==> src/rtl/bps_mc_bridge.sv <==
// Request/response buffer between the bps engine and a memory-controller port.
// Define BPS_MC_BRIDGE_STATS_EN to add the stat_ld/stat_st/stat_stall counters.

module bps_mc_bridge #(
    parameter int unsigned REQ_DEPTH = 8,
    parameter int unsigned REQ_SLACK = 2,
    parameter int unsigned MAX_OUT   = 8,
    parameter int unsigned RSP_SLACK = 2
) (
    input  logic        clk,
    input  logic        rst,
    input  logic        up_req_ld,
    input  logic        up_req_st,
    input  logic [47:0] up_req_vadr,
    input  logic [63:0] up_req_wrd_rdctl,
    output logic        up_req_stall,
    output logic        mc_req_ld,
    output logic        mc_req_st,
    output logic [47:0] mc_req_vadr,
    output logic [63:0] mc_req_wrd_rdctl,
    input  logic        mc_req_stall,
    input  logic        mc_rsp_push,
    input  logic [31:0] mc_rsp_rdctl,
    input  logic [63:0] mc_rsp_data,
    output logic        mc_rsp_stall,
    output logic        up_rsp_push,
    output logic [31:0] up_rsp_rdctl,
    output logic [63:0] up_rsp_data,
    input  logic        up_rsp_stall,
    output logic        err
`ifdef BPS_MC_BRIDGE_STATS_EN
    ,
    output logic [31:0] stat_ld,
    output logic [31:0] stat_st,
    output logic [31:0] stat_stall
`endif
);

    localparam int unsigned QA = $clog2(REQ_DEPTH);
    localparam int unsigned QW = QA + 1;
    localparam int unsigned RA = $clog2(MAX_OUT);
    localparam int unsigned RW = RA + 1;
    localparam logic [QW-1:0] REQ_FULL = QW'(REQ_DEPTH);
    localparam logic [QW-1:0] REQ_HI   = QW'(REQ_DEPTH - REQ_SLACK);
    localparam logic [RW-1:0] RSP_FULL = RW'(MAX_OUT);
    localparam logic [RW-1:0] RSP_HI   = RW'(MAX_OUT - RSP_SLACK);

    typedef struct packed {
        logic        st;
        logic        ld;
        logic [47:0] vadr;
        logic [63:0] wrd;
    } req_t;

    typedef struct packed {
        logic [31:0] rdctl;
        logic [63:0] data;
    } rsp_t;

    req_t          req_mem [REQ_DEPTH];
    rsp_t          rsp_mem [MAX_OUT];
    logic [QA-1:0] req_wp, req_rp;
    logic [RA-1:0] rsp_wp, rsp_rp;
    logic [QW-1:0] req_cnt, req_cnt_nxt;
    logic [RW-1:0] rsp_cnt, rsp_cnt_nxt;
    logic [RW-1:0] outstanding, out_nxt;

    req_t req_in, req_head;
    rsp_t rsp_in, rsp_head;
    logic req_valid, req_empty, req_full, req_pop, req_byp, req_wr, req_rd, req_err, ld_iss;
    logic rsp_in_ok, rsp_empty, rsp_full, rsp_pop, rsp_byp, rsp_wr, rsp_rd, rsp_err;

    // An empty FIFO forwards the incoming entry directly, giving one-cycle latency.
    always_comb begin
        req_in      = '{st: up_req_st, ld: up_req_ld, vadr: up_req_vadr, wrd: up_req_wrd_rdctl};
        req_valid   = up_req_ld ^ up_req_st;
        req_empty   = (req_cnt == '0);
        req_full    = (req_cnt == REQ_FULL);
        req_head    = req_empty ? req_in : req_mem[req_rp];
        req_pop     = (!req_empty || req_valid) && !mc_req_stall
                      && (req_head.st || (outstanding < RSP_FULL));
        req_byp     = req_empty && req_pop;
        req_wr      = req_valid && !req_byp && (!req_full || req_pop);
        req_rd      = req_pop && !req_empty;
        req_err     = (up_req_ld && up_req_st) || (req_valid && !req_wr && !req_byp);
        req_cnt_nxt = req_cnt + QW'(req_wr) - QW'(req_rd);
        ld_iss      = req_pop && req_head.ld;

        rsp_in      = '{rdctl: mc_rsp_rdctl, data: mc_rsp_data};
        rsp_in_ok   = mc_rsp_push && (outstanding != '0);
        rsp_empty   = (rsp_cnt == '0);
        rsp_full    = (rsp_cnt == RSP_FULL);
        rsp_head    = rsp_empty ? rsp_in : rsp_mem[rsp_rp];
        rsp_pop     = (!rsp_empty || rsp_in_ok) && !up_rsp_stall;
        rsp_byp     = rsp_empty && rsp_pop;
        rsp_wr      = rsp_in_ok && !rsp_byp && (!rsp_full || rsp_pop);
        rsp_rd      = rsp_pop && !rsp_empty;
        rsp_err     = mc_rsp_push && !rsp_wr && !rsp_byp;
        rsp_cnt_nxt = rsp_cnt + RW'(rsp_wr) - RW'(rsp_rd);
        out_nxt     = outstanding + RW'(ld_iss) - RW'(rsp_pop && (outstanding != '0));
    end

    always_ff @(posedge clk) begin
        if (req_wr) req_mem[req_wp] <= req_in;
        if (rsp_wr) rsp_mem[rsp_wp] <= rsp_in;
    end

    always_ff @(posedge clk) begin
        if (rst) begin
            req_wp           <= '0;
            req_rp           <= '0;
            req_cnt          <= '0;
            rsp_wp           <= '0;
            rsp_rp           <= '0;
            rsp_cnt          <= '0;
            outstanding      <= '0;
            mc_req_ld        <= 1'b0;
            mc_req_st        <= 1'b0;
            mc_req_vadr      <= '0;
            mc_req_wrd_rdctl <= '0;
            up_req_stall     <= 1'b0;
            up_rsp_push      <= 1'b0;
            up_rsp_rdctl     <= '0;
            up_rsp_data      <= '0;
            mc_rsp_stall     <= 1'b0;
            err              <= 1'b0;
        end else begin
            req_wp       <= req_wp + QA'(req_wr);
            req_rp       <= req_rp + QA'(req_rd);
            req_cnt      <= req_cnt_nxt;
            rsp_wp       <= rsp_wp + RA'(rsp_wr);
            rsp_rp       <= rsp_rp + RA'(rsp_rd);
            rsp_cnt      <= rsp_cnt_nxt;
            outstanding  <= out_nxt;
            mc_req_ld    <= ld_iss;
            mc_req_st    <= req_pop && req_head.st;
            if (req_pop) begin
                mc_req_vadr      <= req_head.vadr;
                mc_req_wrd_rdctl <= req_head.wrd;
            end
            up_req_stall <= (req_cnt_nxt >= REQ_HI);
            up_rsp_push  <= rsp_pop;
            if (rsp_pop) begin
                up_rsp_rdctl <= rsp_head.rdctl;
                up_rsp_data  <= rsp_head.data;
            end
            mc_rsp_stall <= (rsp_cnt_nxt >= RSP_HI);
            err          <= err || req_err || rsp_err;
        end
    end

`ifdef BPS_MC_BRIDGE_STATS_EN
    always_ff @(posedge clk) begin
        if (rst) begin
            stat_ld    <= '0;
            stat_st    <= '0;
            stat_stall <= '0;
        end else begin
            stat_ld    <= stat_ld + 32'(ld_iss);
            stat_st    <= stat_st + 32'(req_pop && req_head.st);
            stat_stall <= stat_stall + 32'(!req_empty && mc_req_stall);
        end
    end
`endif

endmodule

==> config.mk <==
export PLATFORM = sky130hd
export DESIGN_NAME = bps_mc_bridge
export DESIGN_NICKNAME = d
export VERILOG_FILES = /design/src/rtl/bps_mc_bridge.sv
export SDC_FILE = /design/constraint.sdc
export NUM_CORES = 2
export LEC_CHECK = 0
export CORE_UTILIZATION = 65
export CTS_CLUSTER_DIAMETER = 80
export DETAILED_ROUTE_END_ITERATION = 12
export DONT_BUFFER_PORTS = 1
export GPL_ROUTABILITY_DRIVEN = 0
export GPL_TIMING_DRIVEN = 0
export PLACE_DENSITY = 0.81
export SLEW_MARGIN = 10
export SYNTH_ARGS = -nofsm -noshare
export SYNTH_HDL_FRONTEND = slang
export SYNTH_SLANG_ARGS = --single-unit
==> constraint.sdc <==
create_clock -name clk -period 49.9 [get_ports clk]
set_input_delay 9.98 -clock clk [delete_from_list [all_inputs] [get_ports clk]]
set_output_delay 9.98 -clock clk [all_outputs]
set_load 0.02 [all_outputs]
==> impl_metrics.csv <==
group,metric,value,unit
power_and_ir_drop,worst_ir_drop_vdd,0.04392,mV
synthesis,synth_edf_count,1680,
detailed_routing,vias,43470,
power_and_ir_drop,swShare,31.71,%
place,port_buffers,0,
outcome,outcome,"finished, final reports clean",
place,placement.cell_area,78100,um2
global_routing,antenna_found_initial,10,
global_routing,grt.total_usage,33.27,%
detailed_routing,via_per_inst,6.803,
sta,hold_viol_final,0,
cts,cts_setup_buffers,0,
cts,cts_root_buffer,"clkbuf_16",
die,io_pins,429,
global_routing,grt_max_degree,25,
global_routing,grt_pass1_wl,279800,um
final_layout,fill_cells,6251,
power_and_ir_drop,seqPwrFrac,46.5,%
global_routing,first_global_vias,43242,
place,dp_hpwl,123600,um
sta,fmax,78.96,MHz
detailed_routing,drcViolationCount,0,
cts,hold_buffers,0,
die,die_h,339.5,um
sta,slew_headroom,20.57,%
sta,finalSetupViolations,0,
sta,period_share,25.38,%
detailed_routing,initialDrtViolationCount,5786,
cts,cts_buffer_depth,3,
synthesis,synth-main-ff-cell,"edfxtp_1",
cts,cts_buffers,182,
flow_run,max-cap-violations,0,
detailed_routing,wl_per_cell,30.21,um
setup_path,arrival,13.32,ns
cts,htreeDepth,4,
cts,cts_sinks,1918,
synthesis,synth_area_leaders,"edfxtp_1, mux2i_1, dfxtp_1",
global_routing,grt_overflow,0,
sta,fin_skew,0.03634,ns
power_and_ir_drop,p_int,3.097,mW
final_layout,multi_input_area,17460,um2
synthesis,yosysTopAreaCellShare,68.13,%
setup_path,worstPathMaxFanout,13,
sta,worstMarginPinSlew,1.191,ns
synthesis,ys_types,51,
power_and_ir_drop,p_leak,26.52,nW
die,floorplan.die.width,339.5,um
cts,cts_tree,"yes",
final_layout,drive_gt1_share,15.12,%
detailed_routing,detail-route-antenna-nets,0,
die,dieArea,115300,um2
power_and_ir_drop,clkPwrFrac,30.3,%
cts,clkTransAtPathRegs,0.06,ns
power_and_ir_drop,power_density,53.94,nW/um2
synthesis,yosys_warnings,0,
synthesis,synth_top_cell_by_area,"edfxtp_1",
synthesis,synthesis.nets,4610,
final_layout,ff_latch_area,55210,um2
setup_path,critPathRequiredTime,50.56,ns
final_layout,final_area,84090,um2
die,coreArea,112700,um2
setup_path,start_kind,"input pin",
detailed_routing,dr.pass1.iters,7,
synthesis,synth_commonest_cells,"edfxtp_1, mux2i_1, dfxtp_1, o22ai_1, nor2_1",
die,initial_core_util,65.73,%
sta,layout_min_cycle_time,12.66,ns
die,fp-row-count,123,
synthesis,synthesis.area,74050,um2
setup_path,worstSetupPathType,"in2reg",
synthesis,synthCells,4366,
sta,grt_setup_unrepaired,"no",
min_path,min_path_type,"reg2reg",
cts,cts_resized,0,
detailed_routing,wl,193000,um
setup_path,endpoint_kind,"register",
sta,finalSetupTns,0,ns
synthesis,ys_seq_area_share,74.56,%
sta,maxSlewViolCount,0,
synthesis,async_flop_share,0,%
power_and_ir_drop,switchingPower,1.438,mW
cts,insertion_delay,0.83,ns
synthesis,ys_ff_latch,1918,
synthesis,synth.most_common_cell,"edfxtp_1",
power_and_ir_drop,p_comb_share,23.2,%
final_layout,nets,4972,
synthesis,avgSynthCellArea,16.96,um2
final_layout,syn2layout_area_growth,13.55,%
[power by group through the flow]
stage | Combinational, mW | Sequential [mW] | Clock, mW
6_report | 1.05 | 2.11 | 1.38
5_1_grt | 1.12 | 2.12 | 1.44
4_1_cts | 1.04 | 2.11 | 1.38
3_5_place_dp | 1.02 | 2.14 | 0
3_3_place_gp | 0.945 | 2.20 | 0
2_1_floorplan | 0.665 | 2.13 | 0
[cells in the final DEF (no fill, tap or decap), types with 83 or more instances in the layout]
master,count
buf_2,83
clkbuf_1,238
a21oi_1,203
mux2i_1,607
nand2_1,95
dfxtp_1,238
nor3_1,141
buf_4,117
or4_1,112
nor2_1,206
o21ai_0,113
o22ai_1,224
mux4_2,154
edfxtp_1,1680
clkbuf_16,183
[worst paths after layout]
check	start	to	slack [ns]	cells past startpoint
setup / recovery	up_req_st	outstanding[2]$_SDFF_PP0_	37.24	13
hold / removal	up_rsp_rdctl[16]$_SDFFE_PP0N_	up_rsp_rdctl[16]$_SDFFE_PP0N_	0.56	2
setup reg to reg	req_cnt[2]$_SDFF_PP0_	req_mem[4][29]$_DFFE_PP_	44.64	14
hold reg to reg	up_rsp_rdctl[16]$_SDFFE_PP0N_	up_rsp_rdctl[16]$_SDFFE_PP0N_	0.56	2
[per-layer routing]
| metal | vias up | track usage [%] | wire [um] |
|---|---|---|---|
| met5 | - | 0 | 13 |
| met4 | 2 | 13.61 | 7960 |
| met3 | 487 | 9.834 | 23890 |
| met2 | 3009 | 52.64 | 91370 |
| met1 | 21871 | 43.59 | 69810 |
| li1 | 18101 | - | - |
[worst max-delay path, stage by stage]
cell      delay [ns]
ha_1            0.40
o21ai_0         0.14
a21o_1          0.23
clkbuf_2        0.45
clkbuf_1        0.39
or3_1           0.47
ha_1            0.32
inv_1           0.06
ha_1            0.17
inv_1           0.06
fa_1            0.40
xor2_1          0.17
nor2_1          0.05
[area by class of cell]
cell class              count  area share [%]
clock buffers             284           6.290
multi-input cells        2126           20.76
plain buffers             302           1.696
clock inverters            59          0.8080
diodes                      3        0.008928
well taps                1500           2.232
inverters                  20         0.08928
flip-flops and latches   1918           65.66
repair buffers            178           2.454
[through the flow]
step	setup WS [ns]	hold WS (ns)	power, mW	util, %	std cells
after global placement	15.16	0.5111	3.145	67.40	5866
after floorplan	26.59	0.4961	2.793	-	4366
final	37.24	0.5584	4.536	74.64	6390
after global routing	37.08	0.5801	4.675	74.64	6388
after detailed placement	36.29	0.5494	3.155	69.33	6044
after CTS	37.12	0.5599	4.521	74.63	6387
[state kept, by name, indices dropped and copies added, names as in the netlist, 3 cells and up]
name and cells:
up_rsp_data 64, req_rp 3, up_rsp_rdctl 32, rsp_mem 768
rsp_rp 3, rsp_wp 3, req_cnt 4, outstanding 4
req_mem 912, rsp_cnt 4, req_wp 3, mc_req_wrd_rdctl 64
mc_req_vadr 48
[kinds of logic after synthesis]
logic type / share of synthesized area [%]
AOI/OAI and AO/OA: 5.615
xor gates and xnor gates: 0.1183
adders and majority gates: 0.5204
buffers and inverters: 2.024
DFF: 74.56
muxes: 12.93
and+or+nand+nor: 4.229
No activity file was read; power rests on OpenSTA's default activity.
